$ cat src/rtl/hd44780_pkg.sv
// Shared types, defaults and helpers for the HD44780 input scanner.
package hd44780_pkg;

  localparam int DEF_NUM_CH        = 8;
  localparam int DEF_SYNC_STAGES   = 2;
  localparam int DEF_STABLE_CYCLES = 48000;
  localparam int DEF_ALIVE_BITS    = 23;

  // Request handshake states: IDLE waits for a strobe, ACK drives the one-cycle acknowledge.
  typedef enum logic {
    IDLE = 1'b0,
    ACK  = 1'b1
  } scanState_t;

  // Width of a debounce counter able to hold 0..stableCycles.
  function automatic int CNT_W(input int stableCycles);
    return $clog2(stableCycles + 1);
  endfunction

endpackage

$ cat src/rtl/hd44780_debounce_ch.sv
// One input channel: synchroniser chain, debounce counter, accepted level and edge pulses.
module hd44780_debounce_ch
  import hd44780_pkg::*;
#(
  parameter int SYNC_STAGES   = DEF_SYNC_STAGES,
  parameter int STABLE_CYCLES = DEF_STABLE_CYCLES
) (
  input  logic i_clk,
  input  logic i_rst,
  input  logic i_raw,
  output logic o_stable,
  output logic o_press,
  output logic o_release
);

  localparam int              CW         = CNT_W(STABLE_CYCLES);
  localparam logic [CW-1:0]   LAST_COUNT = CW'(STABLE_CYCLES - 1);

  logic [SYNC_STAGES-1:0] r_sync;
  logic [CW-1:0]          r_count;
  logic                   r_stable;
  logic                   r_press;
  logic                   r_release;

  logic w_sync;
  logic w_differs;
  logic w_accept;

  // The last flop of the chain is the only copy of the input the rest of the channel may use.
  assign w_sync    = r_sync[SYNC_STAGES-1];
  assign w_differs = (w_sync != r_stable);
  assign w_accept  = w_differs && (r_count == LAST_COUNT);

  // Shift the asynchronous input through the synchroniser chain.
  always_ff @(posedge i_clk or posedge i_rst) begin
    if (i_rst) begin
      r_sync <= '0;
    end else begin
      r_sync <= {r_sync[SYNC_STAGES-2:0], i_raw};
    end
  end

  // Count consecutive samples that disagree with the accepted level; accept on the last one.
  always_ff @(posedge i_clk or posedge i_rst) begin
    if (i_rst) begin
      r_count  <= '0;
      r_stable <= 1'b0;
    end else if (!w_differs) begin
      r_count <= '0;
    end else if (w_accept) begin
      r_stable <= w_sync;
      r_count  <= '0;
    end else begin
      r_count <= r_count + CW'(1);
    end
  end

  // Edge pulses are registered alongside the level flip so they line up with the new level.
  always_ff @(posedge i_clk or posedge i_rst) begin
    if (i_rst) begin
      r_press   <= 1'b0;
      r_release <= 1'b0;
    end else begin
      r_press   <= w_accept &  w_sync;
      r_release <= w_accept & ~w_sync;
    end
  end

  assign o_stable  = r_stable;
  assign o_press   = r_press;
  assign o_release = r_release;

endmodule

$ cat src/rtl/hd44780_input_scanner.sv
// Multi-channel debounced input front end with a strobe/acknowledge state readout and alive blinker.
module hd44780_input_scanner
  import hd44780_pkg::*;
#(
  parameter int NUM_CH        = DEF_NUM_CH,
  parameter int SYNC_STAGES   = DEF_SYNC_STAGES,
  parameter int STABLE_CYCLES = DEF_STABLE_CYCLES,
  parameter int ALIVE_BITS    = DEF_ALIVE_BITS
) (
  input  logic              CLK_I,
  input  logic              RST_I,
  input  logic [NUM_CH-1:0] i_buttons,
  input  logic              STB_I,
  input  logic [NUM_CH-1:0] DAT_I,
  output logic              STB_O,
  output logic [NUM_CH-1:0] DAT_O,
  output logic [NUM_CH-1:0] o_press,
  output logic [NUM_CH-1:0] o_release,
  output logic              o_alive
);

  logic [NUM_CH-1:0] w_stable;
  logic [NUM_CH-1:0] w_press;
  logic [NUM_CH-1:0] w_release;

  scanState_t r_state;
  scanState_t w_nextState;
  logic       w_ack;

  logic              r_stbOut;
  logic [NUM_CH-1:0] r_datOut;
  logic [ALIVE_BITS-1:0] r_alive;

  // Every channel is an independent debouncer; any subset may flip on the same edge.
  for (genvar ch = 0; ch < NUM_CH; ch++) begin : g_ch
    hd44780_debounce_ch #(
      .SYNC_STAGES  (SYNC_STAGES),
      .STABLE_CYCLES(STABLE_CYCLES)
    ) u_ch (
      .i_clk    (CLK_I),
      .i_rst    (RST_I),
      .i_raw    (i_buttons[ch]),
      .o_stable (w_stable[ch]),
      .o_press  (w_press[ch]),
      .o_release(w_release[ch])
    );
  end

  // Handshake state register.
  always_ff @(posedge CLK_I or posedge RST_I) begin
    if (RST_I) begin
      r_state <= IDLE;
    end else begin
      r_state <= w_nextState;
    end
  end

  // ACK always returns to IDLE, so a held strobe is answered every second cycle.
  always_comb begin
    w_nextState = r_state;
    w_ack       = 1'b0;
    case (r_state)
      IDLE: begin
        if (STB_I) begin
          w_ack       = 1'b1;
          w_nextState = ACK;
        end
      end
      ACK: begin
        w_nextState = IDLE;
      end
      default: begin
        w_nextState = IDLE;
      end
    endcase
  end

  // Capture the pre-edge debounced state, so a coincident flip is only seen by the next request.
  always_ff @(posedge CLK_I or posedge RST_I) begin
    if (RST_I) begin
      r_stbOut <= 1'b0;
      r_datOut <= '0;
    end else begin
      r_stbOut <= w_ack;
      if (w_ack) begin
        r_datOut <= w_stable & DAT_I;
      end
    end
  end

  // Free-running blink counter; its MSB shows the clock is alive.
  always_ff @(posedge CLK_I or posedge RST_I) begin
    if (RST_I) begin
      r_alive <= '0;
    end else begin
      r_alive <= r_alive + ALIVE_BITS'(1);
    end
  end

  assign STB_O     = r_stbOut;
  assign DAT_O     = r_datOut;
  assign o_press   = w_press;
  assign o_release = w_release;
  assign o_alive   = r_alive[ALIVE_BITS-1];

endmodule

$ cat config.mk
export PLATFORM = sky130hd
export DESIGN_NAME = hd44780_input_scanner
export DESIGN_NICKNAME = d
export VERILOG_FILES = /design/src/rtl/hd44780_pkg.sv /design/src/rtl/hd44780_debounce_ch.sv /design/src/rtl/hd44780_input_scanner.sv
export SDC_FILE = /design/constraint.sdc
export NUM_CORES = 1
export LEC_CHECK = 0
export CAP_MARGIN = 20
export CORE_MARGIN = 5
export CORE_UTILIZATION = 47
export DETAILED_ROUTE_END_ITERATION = 10
export PLACE_DENSITY = 0.72
export SETUP_SLACK_MARGIN = 0.3
export SYNTH_ARGS = -nofsm -noshare
export SYNTH_HDL_FRONTEND = slang
export SYNTH_SLANG_ARGS = --single-unit
$ cat constraint.sdc
create_clock -name CLK_I -period 9 [get_ports CLK_I]
set_input_delay 2.7 -clock CLK_I [delete_from_list [all_inputs] [get_ports CLK_I]]
set_output_delay 2.7 -clock CLK_I [all_outputs]
set_load 0.05 [all_outputs]
==> impl_table.tex, run 1 <==
\begin{tabular}{lr}
\hline
Metric & Value \\
\hline
\multicolumn{2}{l}{\textbf{Outcome}} \\
Result of the run & finished clean \\
\multicolumn{2}{l}{\textbf{Synth}} \\
Seq cells post-synth & 200 \\
Seq/Total Area, Yosys & 0.567 \\
EDFF count, synth & 0 \\
Synth Area in Compound Gates & 0.0181 \\
Average instance area after synthesis & 10.5 um\^{}2 \\
Multiplexer share of the synthesized area & 0.00425 \\
Dominant combinational cell family by area after synthesis & simple AND/OR/NAND/NOR gates \\
Synth unique cells & 36 \\
Area share of and/or/nand/nor cells after synthesis & 0.227 \\
Synthesized area & 0.00883 mm\^{}2 \\
Asr flop ratio synth & 1.00 \\
Synthesis Warnings & 0 \\
Parity-gate share of the synthesized area counting xor and xnor cells & 0.138 \\
Adder-cell share of the synthesized area & 0.0128 \\
Most frequently used flop master after synthesis & sky130\_fd\_sc\_hd\_\_dfrtp\_1 \\
Synthesized instance count & 842 \\
Post-synth net total & 870 \\
\multicolumn{2}{l}{\textbf{Detailed routing}} \\
Average via count per standard cell & 5.14 \\
Detail Route Antenna Nets & 0 \\
Routed wire length & 14,900 um \\
Detail-routed net length per standard cell & 13.2 um \\
Starting DRT DRC Count & 348 \\
DRC violations left & 0 \\
Via total after detailed routing & 5,817 \\
Number of detailed-routing iterations run before antenna repair & 4 \\
\multicolumn{2}{l}{\textbf{CTS}} \\
Sinks on Clock Net & 200 \\
Max H-tree Level & 4 \\
Post-CTS Repair Setup Buffers & 0 \\
Maximum count of clock buffers along a single path & 2 \\
Clock-pin slew on the worst setup and hold paths & 70 ps \\
Library cell used as clock root buffer & sky130\_fd\_sc\_hd\_\_clkbuf\_16 \\
Post-cts repair resize count & 0 \\
Worst skew pair latency & 430 ps \\
Hold buffers post-CTS & 0 \\
TritonCTS clock tree & done \\
TritonCTS buffer count & 17 \\
\multicolumn{2}{l}{\textbf{STA}} \\
Min Clock Period, post-route & 4310 ps \\
Unrepaired setup endpoints after global routing & false \\
Fmax & 232 MHz \\
Setup Total Neg Slack & 0 ps \\
Final number of max-transition violations & 0 \\
Final hold violation count & 0 \\
Worst-margin pin slew & 978 ps \\
Part of the cycle the worst path needs & 0.479 \\
Slew headroom & 0.347 \\
Final Setup Violations & 0 \\
Layout Skew & 9.86 ps \\
\multicolumn{2}{l}{\textbf{Power and ir drop}} \\
PD cells & 171 mW/mm\^{}2 \\
Worst IR drop on VDD & 0.125 mV \\
Cell leakage power & 4.09 nW \\
\multicolumn{2}{l}{\textbf{Setup path}} \\
Source of the worst register-to-register timing path & g\_ch[2].u\_ch.r\_count[0] \\
Crit-path leading delay family & buffers and inverters \\
Number of buffers and inverters on the critical path & 1 \\
Number of logic stages on the critical path including buffering & 1 \\
Critical path start-end classification & reg2out \\
Arrival @ worst endpoint & 1610 ps \\
Maximum fanout encountered on the critical timing path & 2 \\
Critical path data required time & 6300 ps \\
Worst r2r dst & g\_ch[2].u\_ch.r\_count[5] \\
Critical path capture point type & output pin \\
Critical-path top delay cell & sky130\_fd\_sc\_hd\_\_clkdlybuf4s50\_1 \\
Cells on worst reg2reg path & 5 \\
Crit path cell chain & clkdlybuf4s50\_1 \\
Worst setup slack for register-to-register paths & 6690 ps \\
Startpoint class of the critical path & flop \\
Delay contributed by the slowest stage of the critical path & 810 ps \\
\multicolumn{2}{l}{\textbf{Worst hold path}} \\
Source of the worst hold timing path & g\_ch[2].u\_ch.r\_sync[0] \\
Hold EP & g\_ch[2].u\_ch.r\_sync[1] \\
Path category of the worst min-delay check & reg2reg \\
Hold depth & 0 \\
\multicolumn{2}{l}{\textbf{GRT}} \\
Number of antenna violations at the first check in global routing & 0 \\
Total track usage & 0.146 \\
Total congestion overflow after global routing & 0 \\
Largest net degree at the start of global routing & 144 \\
First-pass GRT wire length & 26,400 um \\
Vias in the first global route & 5,729 \\
\multicolumn{2}{l}{\textbf{Placed design}} \\
Number of buffer cells added on primary ports & 44 \\
Placed Instance Area & 0.00941 mm\^{}2 \\
HPWL after DPL & 9900 um \\
Gpl congestion & 0.770 \\
\multicolumn{2}{l}{\textbf{Cells and area}} \\
Net count, final & 912 \\
Antenna Cells & 0 \\
Share of final-layout standard cells stronger than drive strength 1 & 0.0479 \\
Area growth from synthesis to final layout & 13.3\% \\
Area occupied by registers & 0.00500 mm\^{}2 \\
Final Instance Area & 0.0100 mm\^{}2 \\
Area used by multi-input combinational logic & 0.00353 mm\^{}2 \\
Number of filler cells placed in the layout & 1,608 \\
\multicolumn{2}{l}{\textbf{Floorplanning}} \\
Width of the die & 147 um \\
Die Outline Area & 0.0216 mm\^{}2 \\
Std-Cell Core Area & 0.0186 mm\^{}2 \\
Total number of placement rows & 50 \\
Number of placed I/O pins & 45 \\
Initial Utilization & 0.475 \\
Die outline height & 147 um \\
\multicolumn{2}{l}{\textbf{Run}} \\
Reported max-cap violation count & 0 \\
\hline
\end{tabular}
cells in the mapped netlist (4+ instances only):
cell | n | area (um^2)
sky130_fd_sc_hd__and3_1 | 11 | 68.8
sky130_fd_sc_hd__buf_2 | 5 | 25.0
sky130_fd_sc_hd__buf_4 | 16 | 120
sky130_fd_sc_hd__dfrtp_1 | 200 | 5000
sky130_fd_sc_hd__ha_1 | 9 | 113
sky130_fd_sc_hd__inv_1 | 33 | 124
sky130_fd_sc_hd__nand2_1 | 49 | 184
sky130_fd_sc_hd__nand2b_1 | 4 | 25.0
sky130_fd_sc_hd__nand3_1 | 54 | 270
sky130_fd_sc_hd__nand4_1 | 37 | 231
sky130_fd_sc_hd__nor2_1 | 150 | 563
sky130_fd_sc_hd__nor3_1 | 32 | 160
sky130_fd_sc_hd__nor3b_1 | 5 | 37.5
sky130_fd_sc_hd__nor4_1 | 43 | 269
sky130_fd_sc_hd__nor4b_1 | 8 | 70.1
sky130_fd_sc_hd__o21ai_0 | 10 | 50.1
sky130_fd_sc_hd__o21bai_1 | 4 | 30.0
sky130_fd_sc_hd__or3_1 | 8 | 50.1
sky130_fd_sc_hd__xnor2_1 | 115 | 1010
sky130_fd_sc_hd__xor2_1 | 24 | 210
metal layers:
metal,vias to the layer above,share of wire,routed length [um],track usage
li1,2940,-,-,-
met5,-,0,0,0
met3,16,0.037,553,0.0429
met1,2784,0.49,7310,0.193
met2,77,0.46,6920,0.237
met4,0,0.0099,148,0.0396
state kept, by name, summed over array words and instances, names as in the netlist:
signal,flops
g_ch.u_ch.o_press,8
r_alive,23
g_ch.u_ch.r_count,128
g_ch.u_ch.o_release,8
g_ch.u_ch.r_sync,16
r_state,1
g_ch.u_ch.o_stable,8
DAT_O,8
final cells by class:
type | instances | area share
sequential | 200 | 0.501
multi-input combinational | 584 | 0.353
timing repair buffer | 48 | 0.0470
clock buffer | 20 | 0.0467
tap | 234 | 0.0293
inverter | 33 | 0.0131
clock inverter | 12 | 0.0103
cell usage in the layout (no fill, tap or decap), types with 2 or more instances in the layout:
cell type                           n
sky130_fd_sc_hd__a21o_1             3
sky130_fd_sc_hd__a41o_1             2
sky130_fd_sc_hd__and3_1            11
sky130_fd_sc_hd__buf_4              4
sky130_fd_sc_hd__clkbuf_16         17
sky130_fd_sc_hd__clkbuf_8           3
sky130_fd_sc_hd__clkdlybuf4s50_1   44
sky130_fd_sc_hd__clkinv_4           3
sky130_fd_sc_hd__dfrtp_1          200
sky130_fd_sc_hd__ha_1               9
sky130_fd_sc_hd__inv_1             32
sky130_fd_sc_hd__inv_6              6
sky130_fd_sc_hd__inv_8              2
sky130_fd_sc_hd__mux2_2             2
sky130_fd_sc_hd__nand2_1           49
sky130_fd_sc_hd__nand2b_1           4
sky130_fd_sc_hd__nand3_1           54
sky130_fd_sc_hd__nand4_1           37
sky130_fd_sc_hd__nor2_1           150
sky130_fd_sc_hd__nor3_1            32
sky130_fd_sc_hd__nor3b_1            5
sky130_fd_sc_hd__nor4_1            43
sky130_fd_sc_hd__nor4b_1            8
sky130_fd_sc_hd__o21ai_0           10
sky130_fd_sc_hd__o21bai_1           4
sky130_fd_sc_hd__o31ai_1            2
sky130_fd_sc_hd__or3_1              8
sky130_fd_sc_hd__or4b_1             3
sky130_fd_sc_hd__xnor2_1          115
sky130_fd_sc_hd__xor2_1            24
worst max-delay path by stage:
stage                                     endpoint  slack [ps]     start
after floorplan                           DAT_O[0]         850     RST_I
after global placement    g_ch[2].u_ch.r_count[15]        4260     RST_I
after detailed placement   g_ch[2].u_ch.r_count[7]        4230     RST_I
after CTS                                 DAT_O[0]        4660  DAT_O[0]
after global routing       g_ch[2].u_ch.r_count[7]        4490     RST_I
final                                     DAT_O[0]        4690  DAT_O[0]
where the power goes:
part | internal (W) | switching [W] | total [W]
clock network | 0.000384 | 0.000343 | 0.000728
logic | 0.0000197 | 0.0000374 | 0.0000571
registers | 0.000911 | 0.0000120 | 0.000923
total | 0.00131 | 0.000393 | 0.00171
stage by stage:
stage          hold WS, ps  cells  setup WS [ps]   util  power [W]
3_5_place_dp           336   1096           4230  0.506   0.000998
4_1_cts                355   1128           4660  0.537    0.00173
6_report               350   1131           4690  0.538    0.00171
2_1_floorplan          331    842            846      -   0.000977
5_1_grt                360   1131           4490  0.538    0.00178
3_3_place_gp           332   1096           4260  0.506   0.000997
logic make-up (layout without fill, tap and decap cells):
logic type | Yosys count | in the layout
simple gates | 409 | 409
flops | 200 | 200
xor+xnor | 139 | 139
buf+inv | 58 | 113
compound gates | 24 | 24
fa+ha+maj | 9 | 9
mux | 3 | 3
Power figures use the tool's default switching activity.
==> run 2: changes to the inputs <==
clock period = 4.2 ns   (was 9 ns; I/O delays follow)
==> impl_table.tex, run 2 (synthesis gave the netlist of run 1 again) <==
\begin{tabular}{lr}
\hline
Metric & Value \\
\hline
\multicolumn{2}{l}{\textbf{Outcome}} \\
Result of the run & finished clean \\
\multicolumn{2}{l}{\textbf{Setup path}} \\
Worst r2r dst & g\_ch[5].u\_ch.r\_count[14] \\
Crit-path leading delay family & buffers and inverters \\
Worst setup slack for register-to-register paths & 2020 ps \\
Source of the worst register-to-register timing path & g\_ch[5].u\_ch.r\_count[0] \\
Number of buffers and inverters on the critical path & 1 \\
Critical-path top delay cell & sky130\_fd\_sc\_hd\_\_clkdlybuf4s50\_1 \\
Maximum fanout encountered on the critical timing path & 2 \\
Critical path capture point type & output pin \\
Crit path cell chain & clkdlybuf4s50\_1 \\
Critical path start-end classification & reg2out \\
Startpoint class of the critical path & flop \\
Cells on worst reg2reg path & 5 \\
Critical path data required time & 2940 ps \\
Arrival @ worst endpoint & 1600 ps \\
Delay contributed by the slowest stage of the critical path & 810 ps \\
\multicolumn{2}{l}{\textbf{Floorplanning}} \\
Total number of placement rows & 50 \\
Width of the die & 147 um \\
Die Outline Area & 0.0216 mm\^{}2 \\
Initial Utilization & 0.475 \\
Number of placed I/O pins & 45 \\
Std-Cell Core Area & 0.0186 mm\^{}2 \\
Die outline height & 147 um \\
\multicolumn{2}{l}{\textbf{GRT}} \\
Total track usage & 0.150 \\
Vias in the first global route & 5,811 \\
First-pass GRT wire length & 27,300 um \\
Largest net degree at the start of global routing & 91 \\
Number of antenna violations at the first check in global routing & 0 \\
Total congestion overflow after global routing & 0 \\
\multicolumn{2}{l}{\textbf{STA}} \\
Part of the cycle the worst path needs & 0.681 \\
Fmax & 350 MHz \\
Final hold violation count & 0 \\
Unrepaired setup endpoints after global routing & false \\
Worst-margin pin slew & 755 ps \\
Setup Total Neg Slack & 0 ps \\
Final Setup Violations & 0 \\
Slew headroom & 0.492 \\
Layout Skew & 12.3 ps \\
Min Clock Period, post-route & 2860 ps \\
Final number of max-transition violations & 0 \\
\multicolumn{2}{l}{\textbf{CTS}} \\
Clock-pin slew on the worst setup and hold paths & 70 ps \\
Hold buffers post-CTS & 0 \\
Maximum count of clock buffers along a single path & 2 \\
Sinks on Clock Net & 200 \\
TritonCTS buffer count & 17 \\
Post-cts repair resize count & 0 \\
Max H-tree Level & 4 \\
Post-CTS Repair Setup Buffers & 0 \\
Worst skew pair latency & 420 ps \\
TritonCTS clock tree & done \\
Library cell used as clock root buffer & sky130\_fd\_sc\_hd\_\_clkbuf\_16 \\
\multicolumn{2}{l}{\textbf{Placed design}} \\
Gpl congestion & 0.778 \\
HPWL after DPL & 10,200 um \\
Number of buffer cells added on primary ports & 44 \\
\multicolumn{2}{l}{\textbf{Cells and area}} \\
Most flops, register & g\_ch.u\_ch.r\_count \\
Post-route core utilization & 0.542 \\
Max reg flops & 128 \\
Number of filler cells placed in the layout & 1,627 \\
Area occupied by registers & 0.00500 mm\^{}2 \\
Antenna Cells & 0 \\
Area growth from synthesis to final layout & 14.2\% \\
Largest regs & g\_ch.u\_ch.r\_count: 128 flops, r\_alive: 23 flops, g\_ch.u\_ch.r\_sync: 16 flops \\
Area used by multi-input combinational logic & 0.00353 mm\^{}2 \\
Most common cell after layout, fill and taps aside & sky130\_fd\_sc\_hd\_\_dfrtp\_1 \\
Net count, final & 914 \\
Share of final-layout standard cells stronger than drive strength 1 & 0.0501 \\
Top library cells by usage in the layout, fill and taps aside & sky130\_fd\_sc\_hd\_\_dfrtp\_1 (200), sky130\_fd\_sc\_hd\_\_nor2\_1 (150), sky130\_fd\_sc\_hd\_\_xnor2\_1 (115) \\
\multicolumn{2}{l}{\textbf{Detailed routing}} \\
Detail-routed net length per standard cell & 13.2 um \\
Via total after detailed routing & 5,823 \\
Routed wire length & 14,900 um \\
DRC violations left & 0 \\
Detail Route Antenna Nets & 0 \\
Average via count per standard cell & 5.14 \\
Number of detailed-routing iterations run before antenna repair & 4 \\
Starting DRT DRC Count & 354 \\
\multicolumn{2}{l}{\textbf{Run}} \\
Reported max-cap violation count & 0 \\
\multicolumn{2}{l}{\textbf{Worst hold path}} \\
Source of the worst hold timing path & g\_ch[4].u\_ch.r\_sync[0] \\
Hold EP & g\_ch[4].u\_ch.r\_sync[1] \\
Hold depth & 0 \\
Path category of the worst min-delay check & reg2reg \\
\multicolumn{2}{l}{\textbf{Power and ir drop}} \\
Cell leakage power & 4.10 nW \\
Worst IR drop on VDD & 0.275 mV \\
PD cells & 375 mW/mm\^{}2 \\
\hline
\end{tabular}
[run 2: cell count changes in the layout (fill, tap and decap cells not counted)]
| cell | change |
|---|---|
| sky130_fd_sc_hd__buf_12 | +2 |
| sky130_fd_sc_hd__clkinvlp_4 | +5 |
| sky130_fd_sc_hd__clkinv_2 | +1 |
| sky130_fd_sc_hd__inv_8 | -2 |
| sky130_fd_sc_hd__inv_6 | -4 |
| sky130_fd_sc_hd__clkinv_4 | -1 |
| sky130_fd_sc_hd__clkbuf_8 | -2 |
| sky130_fd_sc_hd__bufinv_16 | +3 |
[run 2: stage by stage]
step / instances / area (um^2) / hold WS (ps) / setup WS, ps / power [W]
after floorplan: 842 / 8830 / 331 / 352 / 0.00209
after global placement: 1097 / 9440 / 332 / 1580 / 0.00214
after detailed placement: 1097 / 9440 / 335 / 1540 / 0.00214
after CTS: 1129 / 10000 / 347 / 1310 / 0.00382
after global routing: 1133 / 10100 / 355 / 1290 / 0.00394
final: 1133 / 10100 / 343 / 1340 / 0.00378
[run 2: where the power goes]
| group | internal [W] | switching (W) |
|---|---|---|
| logic | 0.0000460 | 0.0000813 |
| registers | 0.00195 | 0.0000253 |
| clock network | 0.000957 | 0.000717 |
[run 2: how the worst max path moves through the flow]
stage | slack (ps) | end | start | cells after the start
global placement | 1580 | g_ch[2].u_ch.r_count[12] | RST_I | 3
CTS | 1310 | o_alive | r_alive[22] | 1
global route | 1290 | DAT_O[2] | DAT_O[2] | 1
floorplan | 350 | DAT_O[0] | RST_I | 1
finish | 1340 | o_alive | r_alive[22] | 1
detailed placement | 1540 | g_ch[2].u_ch.r_count[6] | RST_I | 3
[run 2: area by class of cell]
cell class / count / share of cell area
Sequential cell: 200 / 0.497
Inverter: 33 / 0.0127
Timing Repair Buffer: 50 / 0.0507
Tap cell: 234 / 0.0291
Clock buffer: 18 / 0.0436
Clock inverter: 14 / 0.0171
Multi-Input combinational cell: 584 / 0.350
[run 2: per-layer routing]
layer | GRT usage | wire length (um) | part of all wire | vias up
met5 | 0 | 0 | 0 | -
met4 | 0.0415 | 155 | 0.010 | 0
met3 | 0.0299 | 311 | 0.021 | 11
met2 | 0.233 | 6710 | 0.45 | 60
met1 | 0.216 | 7770 | 0.52 | 2795
li1 | - | - | - | 2957
==> edit: new RTL, config.mk and constraints of run 1 <==
Register the inputs `i_buttons`, `STB_I` and `DAT_I` before use. The logic sees them one clock later.
--- a/src/rtl/hd44780_input_scanner.sv
+++ b/src/rtl/hd44780_input_scanner.sv
@@ -20,4 +20,14 @@
 );
 
+  logic [NUM_CH-1:0] i_buttons_q;
+  logic STB_I_q;
+  logic [NUM_CH-1:0] DAT_I_q;
+
+  always_ff @(posedge CLK_I) begin
+    i_buttons_q <= i_buttons;
+    STB_I_q     <= STB_I;
+    DAT_I_q     <= DAT_I;
+  end
+
   logic [NUM_CH-1:0] w_stable;
   logic [NUM_CH-1:0] w_press;
@@ -40,5 +50,5 @@
       .i_clk    (CLK_I),
       .i_rst    (RST_I),
-      .i_raw    (i_buttons[ch]),
+      .i_raw    (i_buttons_q[ch]),
       .o_stable (w_stable[ch]),
       .o_press  (w_press[ch]),
@@ -62,5 +72,5 @@
     case (r_state)
       IDLE: begin
-        if (STB_I) begin
+        if (STB_I_q) begin
           w_ack       = 1'b1;
           w_nextState = ACK;
@@ -84,5 +94,5 @@
       r_stbOut <= w_ack;
       if (w_ack) begin
-        r_datOut <= w_stable & DAT_I;
+        r_datOut <= w_stable & DAT_I_q;
       end
     end
Function: changed (a bounded check fails within 4 cycles, from zero or initial values and one cycle with RST_I high).
==> edit against run 1 <==
- setup slack got worse by 0.077 ns
- first-iteration DRC count decreased by 32%
- final area increased by 7.0%
- clock skew is 0.011 ns higher
- routed wire length up 4.9%
- sequential cell count rose by 17
- sequential share of layout area fell by 0.11 points
- total power rose by 25%
- synthesized area grew 3.9%
- utilization rose by 1.5 points
- non-clock buffer count did not move
- critical endpoint is now DAT_O[1]
- largest power group is now the clock network
==> edit: results (changes against run 1) <==
The run finished with clean final reports. The first-pass GRT wire length is 27.30 mm (+3.6%). The smallest setup slack after layout is 4.609 ns (-0.07727 ns).

The fraction of registers with async set/reset came out at 92.17% (-7.8 points). The global routing usage on met2 came out at 22.94% (-0.72 points). The switching power is 434.9 uW (+11%). The flip-flop and latch share of the layout cell area is 49.94% (-0.11 points). Following the worst setup path forward leads to its endpoint at DAT_O[1]. The multi-input logic portion of the cell area came to 32.99% (-2.3 points). In this run the most critical hold path is launched from i_buttons_q[4]$_DFF_P_. The met1 usage in global routing came out at 20.58% (+1.3 points). The worst slack at placement was 4.148 ns (-0.08573 ns). The area share of buffers outside the clock network is 4.396% (-0.31 points). The number of DRC markers in iteration 0 is 235 (-32%). The number of nets in the synthesized netlist is 887 (+2.0%).

The fraction of layout cells with a size suffix above 1 is 5.832% (+1.0 points). The deepest clock path buffer count is 3 (+1). The smallest hold slack is 0.3274 ns (-0.02292 ns). The number of levels in the clock H-tree came out at 1 (-3). The internal reg-to-reg setup slack is 6.63 ns (-0.06 ns). The number of placed instances, taps included is 1,144 (+4.4%). The number of instances in the synthesized netlist came out at 859 (+2.0%). The final net count is 936 (+2.6%). The wire length the detailed router placed on met1 is 7.571 mm (+3.6%). The final weighted congestion of routability-driven global placement came out at 0.7833 (+1.7%). The later-pin clock latency in the skew report is 0.51 ns (+0.08 ns). The arrival time at the worst endpoint came out at 1.69 ns (+0.08 ns). The overall fraction of global-route tracks in use came out at 14.42% (-0.15 points).

The via count came to 5,999 (+3.1%). After synthesis, the cell types taking the most area are dfrtp_1, xnor2_1, nor2_1. The detailed route wirelength on metal3 came out at 624 um (+13%). The number of filler instances in the final layout is 1,613 (+0.31%). The maximum vdd ir drop is 0.1289 mV (+3.3%). The met3 routing resource usage after global routing is 2.816% (-1.5 points). The met2 routed wirelength is 7.149 mm (+3.3%).

The number of global-route vias before repair is 5,827 (+1.7%). The leakage power summed over all cells came out at 0.004378 uW (+7.1%). The worst min-delay path endpoint is g_ch[4].u_ch.r_sync[0]$_DFF_PP0_. The TritonCTS buffer count was 24 (+7). The end of the worst register-to-register path is g_ch[2].u_ch.r_count[10]$_DFF_PP0_.
## edit: changes by cell type in the layout (fill, tap and decap cells not counted), moves of 3 or more
cell	change
bufinv_16	+5
clkbuf_16	+8
clkinv_2	+3
clkinvlp_4	+3
dfxtp_1	+17
inv_6	-6
## edit: power groups by stage
| stage | combinational (uW) | sequential [uW] | clock (uW) |
|---|---|---|---|
| global placement | 57.0 | 1020 | 0 |
| floorplan | 38.6 | 1020 | 0 |
| global route | 67.0 | 1010 | 1140 |
| detailed placement | 58.0 | 1020 | 0 |
| finish | 57.1 | 1010 | 1070 |
| CTS | 58.4 | 1010 | 1100 |
## edit: logic make-up after synthesis
logic type                 Yosys count  synth area share [%]
muxes                                3                0.4094
buffers and inverters               58                 3.180
adders and majority gates            9                 1.228
AOI/OAI and AO/OA                   24                 1.747
xor gates and xnor gates           139                 13.28
and+or+nand+nor                    409                 21.85
DFF                                217                 58.30
